`config.mk`:
```
export PLATFORM = sky130hd
export DESIGN_NAME = decode_issue
export DESIGN_NICKNAME = d
export VERILOG_FILES = /design/src/rtl/decode_issue_pkg.sv /design/src/rtl/decode_issue_regfile_2r1w.sv /design/src/rtl/decode_issue.sv
export SDC_FILE = /design/constraint.sdc
export NUM_CORES = 2
export LEC_CHECK = 0
export CAP_MARGIN = 20
export CELL_PAD_IN_SITES_DETAIL_PLACEMENT = 2
export CELL_PAD_IN_SITES_GLOBAL_PLACEMENT = 2
export CORE_MARGIN = 2
export CORE_UTILIZATION = 35
export CTS_CLUSTER_SIZE = 40
export DETAILED_ROUTE_END_ITERATION = 16
export MAX_ROUTING_LAYER = met4
export PLACE_DENSITY_LB_ADDON = 0.1
export SLEW_MARGIN = 25
export SYNTH_ARGS = -nofsm -noshare
export SYNTH_HDL_FRONTEND = slang
export SYNTH_SLANG_ARGS = --single-unit
```
`constraint.sdc`:
```
create_clock -name clk -period 2.5 [get_ports clk]
set_input_delay 0.375 -clock clk [delete_from_list [all_inputs] [get_ports clk]]
set_output_delay 0.375 -clock clk [all_outputs]
set_load 0.03 [all_outputs]
```
`src/rtl/decode_issue_pkg.sv`:
```
// Opcode, field-position and FSM-state definitions shared by decode/issue and execute.
package decode_issue_pkg;

  localparam logic [5:0] OP_NOP   = 6'd0;
  localparam logic [5:0] OP_ADD   = 6'd1;
  localparam logic [5:0] OP_LOAD  = 6'd4;
  localparam logic [5:0] OP_ADDI  = 6'd5;
  localparam logic [5:0] OP_STORE = 6'd6;
  localparam logic [5:0] OP_BNEZ  = 6'd9;
  localparam logic [5:0] OP_HALT  = 6'd10;

  localparam int OPC_HI = 31, OPC_LO = 26;
  localparam int RS1_HI = 25, RS1_LO = 21;
  localparam int RS2_HI = 20, RS2_LO = 16;
  localparam int RDR_HI = 15, RDR_LO = 11;
  localparam int IMM_HI = 15, IMM_LO = 0;

  localparam logic [0:0] ST_RUN    = 1'b0;
  localparam logic [0:0] ST_HALTED = 1'b1;

  typedef struct packed {
    logic [5:0]  alu_func;
    logic [4:0]  rs1;
    logic [4:0]  rs2;
    logic [4:0]  rd;
    logic [31:0] offset;
    logic        use_rs1;
    logic        use_rs2;
    logic        is_halt;
    logic        is_illegal;
  } dec_t;

  // Unlisted opcodes decode to an all-zero NOP with is_illegal set.
  function automatic dec_t decode_instr(input logic [31:0] instr);
    dec_t        d;
    logic [31:0] sext;
    d      = '0;
    sext   = {{16{instr[IMM_HI]}}, instr[IMM_HI:IMM_LO]};
    d.rs1  = instr[RS1_HI:RS1_LO];
    d.rs2  = instr[RS2_HI:RS2_LO];
    case (instr[OPC_HI:OPC_LO])
      OP_NOP: d.alu_func = OP_NOP;
      OP_ADD: begin
        d.alu_func = OP_ADD;
        d.use_rs1  = 1'b1;
        d.use_rs2  = 1'b1;
        d.rd       = instr[RDR_HI:RDR_LO];
      end
      OP_LOAD, OP_ADDI: begin
        d.alu_func = instr[OPC_HI:OPC_LO];
        d.use_rs1  = 1'b1;
        d.rd       = instr[RS2_HI:RS2_LO];
        d.offset   = sext;
      end
      OP_STORE: begin
        d.alu_func = OP_STORE;
        d.use_rs1  = 1'b1;
        d.use_rs2  = 1'b1;
        d.offset   = sext;
      end
      OP_BNEZ: begin
        d.alu_func = OP_BNEZ;
        d.use_rs1  = 1'b1;
        d.offset   = sext;
      end
      OP_HALT: begin
        d.alu_func = OP_HALT;
        d.is_halt  = 1'b1;
      end
      default: d.is_illegal = 1'b1;
    endcase
    return d;
  endfunction

endpackage

```
`src/rtl/decode_issue_regfile_2r1w.sv`:
```
// 32x32 register file: two combinational read ports, one synchronous write, R0 hardwired to zero.
module regfile_2r1w
  import decode_issue_pkg::*;
(
  input  logic        clk,
  input  logic        reset,
  input  logic [4:0]  rd_addr_a,
  output logic [31:0] rd_data_a,
  input  logic [4:0]  rd_addr_b,
  output logic [31:0] rd_data_b,
  input  logic        wr_en,
  input  logic [4:0]  wr_addr,
  input  logic [31:0] wr_data
);

  logic [31:0] mem_q [32];
  logic [31:0] mem_d [32];

  always_comb begin
    mem_d = mem_q;
    if (wr_en && wr_addr != 5'd0) mem_d[wr_addr] = wr_data;
  end

  always_ff @(posedge clk) begin
    if (reset) begin
      for (int i = 0; i < 32; i++) mem_q[i] <= '0;
    end else begin
      mem_q <= mem_d;
    end
  end

  assign rd_data_a = (rd_addr_a == 5'd0) ? 32'd0 : mem_q[rd_addr_a];
  assign rd_data_b = (rd_addr_b == 5'd0) ? 32'd0 : mem_q[rd_addr_b];

endmodule

```
`src/rtl/decode_issue.sv`:
```
// Decode and issue stage: register read with optional writeback bypass, busy-bit scoreboard, halt FSM.
module decode_issue
  import decode_issue_pkg::*;
#(
  parameter bit ENABLE_BYPASS = 1'b1
) (
  input  logic        clk,
  input  logic        reset,
  input  logic        instr_valid_pi,
  input  logic [31:0] instr_pi,
  output logic        instr_ready_po,
  output logic [31:0] op1_po,
  output logic [31:0] op2_po,
  output logic [5:0]  aluFunc_po,
  output logic [31:0] offset_po,
  output logic [4:0]  rd_po,
  output logic        issue_valid_po,
  input  logic        issue_ready_pi,
  input  logic        wb_en_pi,
  input  logic [4:0]  wb_rd_pi,
  input  logic [31:0] wb_data_pi,
  output logic        halted_po,
  output logic        illegal_po
);

  dec_t        dec;
  logic [31:0] rf_a, rf_b;
  logic        hit1, hit2, haz1, haz2, hazard, accept;
  logic [31:0] op1_sel, op2_sel;

  logic        issue_valid_q, issue_valid_d;
  logic [31:0] op1_q, op1_d, op2_q, op2_d, offset_q, offset_d;
  logic [5:0]  alu_func_q, alu_func_d;
  logic [4:0]  rd_q, rd_d;
  logic [31:0] busy_q, busy_d;
  logic [0:0]  state_q, state_d;
  logic        illegal_q, illegal_d;

  assign dec = decode_instr(instr_pi);

  regfile_2r1w u_rf (
    .clk       (clk),
    .reset     (reset),
    .rd_addr_a (dec.rs1),
    .rd_data_a (rf_a),
    .rd_addr_b (dec.rs2),
    .rd_data_b (rf_b),
    .wr_en     (wb_en_pi),
    .wr_addr   (wb_rd_pi),
    .wr_data   (wb_data_pi)
  );

  // Without bypass a same-cycle writeback to a source must stall: the array still holds the old value.
  always_comb begin
    hit1 = wb_en_pi && (wb_rd_pi == dec.rs1) && (dec.rs1 != 5'd0);
    hit2 = wb_en_pi && (wb_rd_pi == dec.rs2) && (dec.rs2 != 5'd0);
    if (ENABLE_BYPASS) begin
      haz1 = dec.use_rs1 && busy_q[dec.rs1] && !hit1;
      haz2 = dec.use_rs2 && busy_q[dec.rs2] && !hit2;
    end else begin
      haz1 = dec.use_rs1 && (busy_q[dec.rs1] || hit1);
      haz2 = dec.use_rs2 && (busy_q[dec.rs2] || hit2);
    end
    hazard  = haz1 || haz2;
    op1_sel = !dec.use_rs1 ? 32'd0 : ((ENABLE_BYPASS && hit1) ? wb_data_pi : rf_a);
    op2_sel = !dec.use_rs2 ? 32'd0 : ((ENABLE_BYPASS && hit2) ? wb_data_pi : rf_b);
  end

  assign instr_ready_po = !reset && (state_q == ST_RUN) &&
                          (!issue_valid_q || issue_ready_pi) && !hazard;
  assign accept = instr_valid_pi && instr_ready_po;

  always_comb begin
    issue_valid_d = issue_valid_q;
    op1_d         = op1_q;
    op2_d         = op2_q;
    offset_d      = offset_q;
    alu_func_d    = alu_func_q;
    rd_d          = rd_q;
    state_d       = state_q;
    illegal_d     = illegal_q;
    busy_d        = busy_q;
    if (wb_en_pi) busy_d[wb_rd_pi] = 1'b0;
    if (accept) begin
      issue_valid_d = 1'b1;
      op1_d         = op1_sel;
      op2_d         = op2_sel;
      offset_d      = dec.offset;
      alu_func_d    = dec.alu_func;
      rd_d          = dec.rd;
      // Applied after the clear so an issue wins over a same-cycle writeback.
      if (dec.rd != 5'd0) busy_d[dec.rd] = 1'b1;
      if (dec.is_halt || dec.is_illegal) state_d = ST_HALTED;
      if (dec.is_illegal) illegal_d = 1'b1;
    end else if (issue_ready_pi) begin
      issue_valid_d = 1'b0;
    end
    busy_d[0] = 1'b0;
  end

  always_ff @(posedge clk) begin
    if (reset) begin
      issue_valid_q <= 1'b0;
      op1_q         <= '0;
      op2_q         <= '0;
      offset_q      <= '0;
      alu_func_q    <= '0;
      rd_q          <= '0;
      busy_q        <= '0;
      state_q       <= ST_RUN;
      illegal_q     <= 1'b0;
    end else begin
      issue_valid_q <= issue_valid_d;
      op1_q         <= op1_d;
      op2_q         <= op2_d;
      offset_q      <= offset_d;
      alu_func_q    <= alu_func_d;
      rd_q          <= rd_d;
      busy_q        <= busy_d;
      state_q       <= state_d;
      illegal_q     <= illegal_d;
    end
  end

  // Outputs are forced low while reset is asserted so the reset cycle itself reads zero.
  assign issue_valid_po = !reset && issue_valid_q;
  assign op1_po         = reset ? 32'd0 : op1_q;
  assign op2_po         = reset ? 32'd0 : op2_q;
  assign offset_po      = reset ? 32'd0 : offset_q;
  assign aluFunc_po     = reset ? 6'd0 : alu_func_q;
  assign rd_po          = reset ? 5'd0 : rd_q;
  assign halted_po      = !reset && (state_q == ST_HALTED);
  assign illegal_po     = !reset && illegal_q;

endmodule

```
After elaboration in Yosys (flattened, before gate mapping):

Cells that the tools add are included.

* eq/ne operators: 8
* multiply operators: 0
* $add $sub $neg: 0
* shift operators: 0
* bitwise operators: 8
* reductions and logical operators: 42
* div/mod/pow operators: 0
* order comparisons: 10
* multiplexer cells: 40

Operator list (count)
* bitwise mux 1024 bit: 1
* 2-to-1 mux 32 bit: 18
* binary-select mux 32 bit (select 5 bit): 2
* demux 32 bit (select 5 bit): 1
* AND 32 bit: 1
* inverter 32 bit: 1
* bitwise OR 32 bit: 1
* case mux 6 bit (5 select lines): 1
* < comparator 5 x 6 -> 1 bit, second input constant: 4
* nonzero test 5 bit: 4
* logical AND 1 bit: 19
* equality test 6 x 3 -> 1 bit, second input constant: 3
* >= comparator 6 bit, second input constant: 3
* inverter 5 -> 6 bit: 3
* equality test 6 x 4 -> 1 bit, second input constant: 2
* binary-select mux 1 bit (select 5 bit): 2
* demux 1 bit (select 5 bit): 2
* equality test 5 bit: 2
* >= comparator 5 x 1 -> 1 bit, second input constant: 2
* zero test 5 bit: 2
* 2-to-1 mux 1 bit: 10
* case mux 5 bit (2 select lines): 1
* OR reduction 7 bit: 1
* equality test 6 x 1 -> 1 bit, second input constant: 1
* 12 further kinds: 21

* logic and storage cells: 150
* bits in writable memories: 0
* latch bits: 0
* flip-flop bits (word level): 1166
* bits in read-only memories: 0
* memories kept: 0

Logic depth before layout (Yosys ltp):

* depth in word-level cells: 10
* depth in mapped cells: 13
* gate-level depth less buffers: 7

By module:

From an unflattened synthesis, not the netlist that was laid out.

* cell total of the unflattened synthesis: 6739
* area total of the unflattened synthesis: 59442.0 sq um

Modules (own cells, without submodules)
* regfile_2r1w: area each 51708.3 sq um, sequential area each 20499.7 sq um, instances 1, cells each 5935
* decode_issue: area each 7733.7 sq um, sequential area each 2502.4 sq um, instances 1, cells each 804

Worst setup path after synthesis:

No wires, ideal clock.

* kind: input to register
* start point: input port instr_pi[16]
* end point: register op2_q[10]
* required time: 2.372 ns
* buffers on the path: 6
* setup slack: -0.102 ns
* cell stages on the path: 11
* library setup time: 0.128 ns
* data arrival time: 2.473 ns
* cells stage by stage: buf_4 -> buf_6 -> buf_6 -> buf_6 -> buf_6 -> buf_2 -> mux4_2 -> a22oi_1 -> o211ai_1 -> a22oi_1 -> o21ai_0

* cells in the longest elaborated chain, start to end: 9
* elaborated cells on any way between the ends: 21
* classes of those cells: 1 x eq/ne; 8 x mux; 1 x bitwise; 11 x reduce/logical

Ends and longest elaborated chain
* start: declaration: line decode_issue.sv:10 `input logic [31:0] instr_pi,`
* branches (longest 9 deep; another with binary-select mux 32 bit (select 5 bit))
* end signal: assignment: line decode_issue.sv:115 `op2_q <= op2_d;`
* end: declaration: line decode_issue.sv:32 `logic [31:0] op1_q, op1_d, op2_q, op2_d, offset_q, offset_d;`

Parallel ways; which one is timed is not known. The select of a mux whose other input is x is not followed.
A chain may end at the register's enable or synchronous reset.

Worst setup path after layout:

* start point: register busy_q[27]
* end point: output port instr_ready_po

* cells in the longest elaborated chain, start to end: 7
* elaborated cells on any way between the ends: 11
* classes of those cells: 4 x mux; 7 x reduce/logical

Ends and longest elaborated chain
* start: declaration: line decode_issue.sv:35 `logic [31:0] busy_q, busy_d;`
* start signal: assignment: line decode_issue.sv:119 `busy_q <= busy_d;`
* binary-select mux 1 bit (select 5 bit)
* 2-to-1 mux 1 bit
* logical AND 1 bit (on tied branches) (2 in a row): line decode_issue.sv:58, decode_issue.sv:59
* logical OR 1 bit *: line decode_issue.sv:64 `hazard = haz1 || haz2;`
* zero test 1 bit *: line decode_issue.sv:70 `(!issue_valid_q || issue_ready_pi) && !hazard;`
* logical AND 1 bit *: line decode_issue.sv:70
* end: declaration: line decode_issue.sv:11 `output logic instr_ready_po,`

Every way passes the cells marked *; elsewhere a longest branch is shown, timed or not. The select of a mux whose other input is x is not followed.

==> impl_metrics.json <==
{
  "status": "complete, but fails checks",
  "failed_checks": "setup timing",
  "clkPwrFrac_pct": 47.2,
  "cp-start-kind": "flop",
  "seq_area_frac_synth_pct": 39.4,
  "ys_types": 72,
  "dieArea_um2": 170000,
  "cts_tree": "done",
  "vias_per_cell": 6.33,
  "drive_gt1_share_pct": 23.1,
  "utilization_pct": 44.3,
  "critPathCaptureType": "output port",
  "cp_top_family": "compound AO/OA/AOI/OAI gates",
  "grt-ovfl-total": 0,
  "clock_latency_ns": 0.83,
  "setup_viol": 125,
  "hold_class": "input port to flop",
  "wire_per_inst_um": 35.8,
  "p_int_uw": 32200,
  "setup_slack_ns": -0.761,
  "grt_max_degree": 156,
  "dpl_worst_slack_ns": -0.893,
  "slowest_stage": "mux4_2",
  "final_cell_area_um2": 73300,
  "finalSetupTns_ns": -22.62,
  "rr_worst_depth": 12,
  "syn_area_um2": 58400,
  "cts_root_buffer": "clkbuf_16",
  "syn_nets": 6892,
  "finalCritPeriodShare_pct": 130,
  "coreArea_um2": 165000,
  "syn_avg_cell_area_um2": 8.56,
  "synthToLayoutAreaGrowth_pct": 25.6,
  "required_ns": 2.12,
  "gp_congestion": 0.924,
  "fillers": 17700,
  "dr.pass1.iters": 6,
  "ys_warn_count": 0,
  "cap_violations": 0,
  "pwr-share-comb_pct": 11.2,
  "num_vias": 59900,
  "grt_first_pass_wirelength_mm": 471,
  "grt_pass1_vias": 62100,
  "dp_hpwl_mm": 222,
  "power_uw": 44600,
  "max_freq_mhz": 307,
  "initial_core_util_pct": 35.3,
  "drc": 0,
  "criticalPathCategory": "flop to output port",
  "fin_skew_ns": 0.0283,
  "numCtsBuffers": 143,
  "dpl-instance-area_um2": 67900,
  "cp.buffers_inverters": 2,
  "wirelength_mm": 338,
  "pin_count": 185,
  "dieWidth_um": 412,
  "synthFlopType": "dfxtp_1",
  "grt_usage_pct": 39.9,
  "worst_pin_slew_ns": 0.983,
  "synth_cells": 6818,
  "async_reset_ff_share_pct": 0,
  "antenna_found_initial": 20,
  "rrSetupSlack_ns": -0.43,
  "cts_buffer_depth": 3,
  "p_sw_uw": 12500,
  "hold_violations": 0,
  "cp.arrival_ns": 2.89,
  "powerDensity_nw_per_um2": 609,
  "synth_edf_count": 0,
  "drv_slew": 0,
  "antenna_left": 0,
  "synth-seq-cells": 1149,
  "final_nets": 7234,
  "cts.clk_slew.worst_paths_ns": 0.06,
  "crit_chain": "mux4_2, a22o_4, a31oi_4, a311o_2, buf_4, and4b_2, buf_12",
  "clkSinkCount": 1149,
  "p_seq_share_pct": 41.5,
  "worst_ir_drop_vdd_v": 0.000732,
  "min_period_ns": 3.26,
  "num_rows": 149,
  "htree_num_levels": 4,
  "hold_depth": 3,
  "cp.depth": 7,
  "drtIter0Drc": 7292,
  "port_buffers": 184,
  "max_stage_delay_ns": 0.48,
  "fp.dieH_um": 412,
  "rsz0062_at_grt": "true",
  "sw_frac_of_total_pct": 27.9,
  "path_max_fanout": 3,
  "p_leak_uw": 0.0253,
  "relSlewSlack_pct": 34.5
}
==> placed cells by master, fill, tap and decap left out, types with 10 or more instances in the layout <==
cell	count
buf_12	213
o21ai_2	24
a21oi_1	1101
nor2_1	83
o211ai_1	22
nor2_4	31
nand3_1	13
o221ai_1	60
o22ai_1	18
nor2b_1	145
clkbuf_1	38
dfxtp_1	1144
o21ai_0	92
dlygate4sd2_1	10
o21ai_1	43
nor3_1	17
nand2_2	54
mux2_2	63
a31oi_1	23
a211oi_1	53
o22a_1	12
clkinv_2	16
clkbuf_16	147
buf_4	573
a221oi_1	27
nand2_1	2137
mux4_2	404
clkbuf_8	32
a22oi_1	60
mux2i_1	258
nand2b_1	19
nand3b_1	37
clkdlybuf4s50_1	92
==> layout make-up <==
| type | instances | area, um^2 | share of cell area (%) |
|---|---|---|---|
| Antenna cell | 9 | 22.5 | 0.0307 |
| Clock buffer | 214 | 4190 | 5.71 |
| Clock inverter | 34 | 435 | 0.594 |
| Inverter | 8 | 35.0 | 0.0478 |
| Multi-Input combinational cell | 4942 | 32900 | 44.8 |
| Sequential cell | 1149 | 23000 | 31.4 |
| Tap cell | 2189 | 2740 | 3.74 |
| Timing Repair Buffer | 916 | 10000 | 13.7 |
==> metal layers <==
layer  GRT usage (%)  up-vias  part of all wire, %
li1                -    24400                    -
met1            52.0    31600                   41
met2            59.6     3017                   44
met3            7.59      870                  9.0
met4            19.1        0                  5.4
met5               -        -                    0
==> synth_stat cells, types with 8 or more instances <==
master    instances  area (um^2)
nand2_1        2193         8230
nor3_1           21          105
and3_1            9         56.3
a221oi_1         30          263
and2_1           11         68.8
mux4_2          404         9100
buf_1            20         75.1
nand3_1          13         65.1
mux2_2           63          709
a31oi_1          24          150
nand2b_1         21          131
buf_6            33          372
clkbuf_2         21          105
o21ai_0         150          751
o31ai_1          22          165
nor2_1          116          435
o22a_1           12          105
buf_2            67          335
clkbuf_1        533         2000
a22oi_1          64          480
o22ai_1          18          113
a211oi_1         53          398
o21ai_2           8         70.1
o221ai_1         60          526
nand3b_1         37          278
dfxtp_1        1149        23000
nor2b_1         149          932
buf_4            45          338
mux2i_1         260         2600
o211ai_1         22          165
a21oi_1        1101         5510
==> repair_timing <==
item | 4_1_cts | 5_1_grt
pin swaps | 4 | 27
gates cloned | 3 | 3
hold buffers | 1 | 0
endpoints found under the setup margin | 127 | 30
gates resized for setup | 46 | 140
buffers inserted | 3 | 6
endpoints found under the hold margin | 2 | 0
==> metrics by stage <==
step	std cells	hold WS, ns
global placement	9186	0.448
floorplan	6818	0.437
CTS	9442	0.0312
global route	9458	0.103
finish	9461	0.102
detailed placement	9187	0.460
==> sequential cells by signal, summed over array words and instances, names as in the netlist <==
register       count
alu_func_q         6
state_q            1
op1_q             32
offset_q          16
u_rf.mem_q      1024
rd_q               5
illegal_q          1
issue_valid_q      1
busy_q            31
op2_q             32
==> power groups by stage <==
stage	Combinational (uW)	Clock [uW]	Sequential [uW]
after floorplan	2210	0	18900
after global placement	4650	0	18900
after detailed placement	4710	0	18900
after CTS	4800	21300	18500
after global routing	5090	22000	18500
final	5000	21100	18500
==> final timing paths <==
check                              start                     endpoint
max reg2reg        busy_q[27]$_SDFF_PP0_        op1_q[1]$_SDFFE_PP0P_
min                                reset   issue_valid_q$_SDFFE_PP0P_
max                busy_q[27]$_SDFF_PP0_               instr_ready_po
min reg2reg  u_rf.mem_q[61]$_SDFFE_PP0P_  u_rf.mem_q[61]$_SDFFE_PP0P_
==> worst reg2reg max path, stage by stage, from the launching register on <==
cell      delay [ns]
dfxtp_2         0.34
mux4_2          0.48
a22o_4          0.29
a31oi_4         0.20
a311o_2         0.24
buf_4           0.11
buf_6           0.08
buf_6           0.09
o211ai_4        0.11
buf_8           0.19
buf_16          0.17
buf_12          0.15
o41ai_2         0.36
==> cell families (layout without fill, tap and decap cells) <==
family                    after synthesis  count (layout)  share of synthesized area (%)
and+or+nand+nor                      2606            2606                           18.1
AOI/OAI and AO/OA                    1598            1598                           15.4
DFF                                  1149            1149                           39.4
muxes                                 727             727                           21.3
buffers and inverters                 727            1172                           5.58
xor gates and xnor gates               11              11                          0.165
other                                   0               9                              0
(Power assumes the default switching activity.)
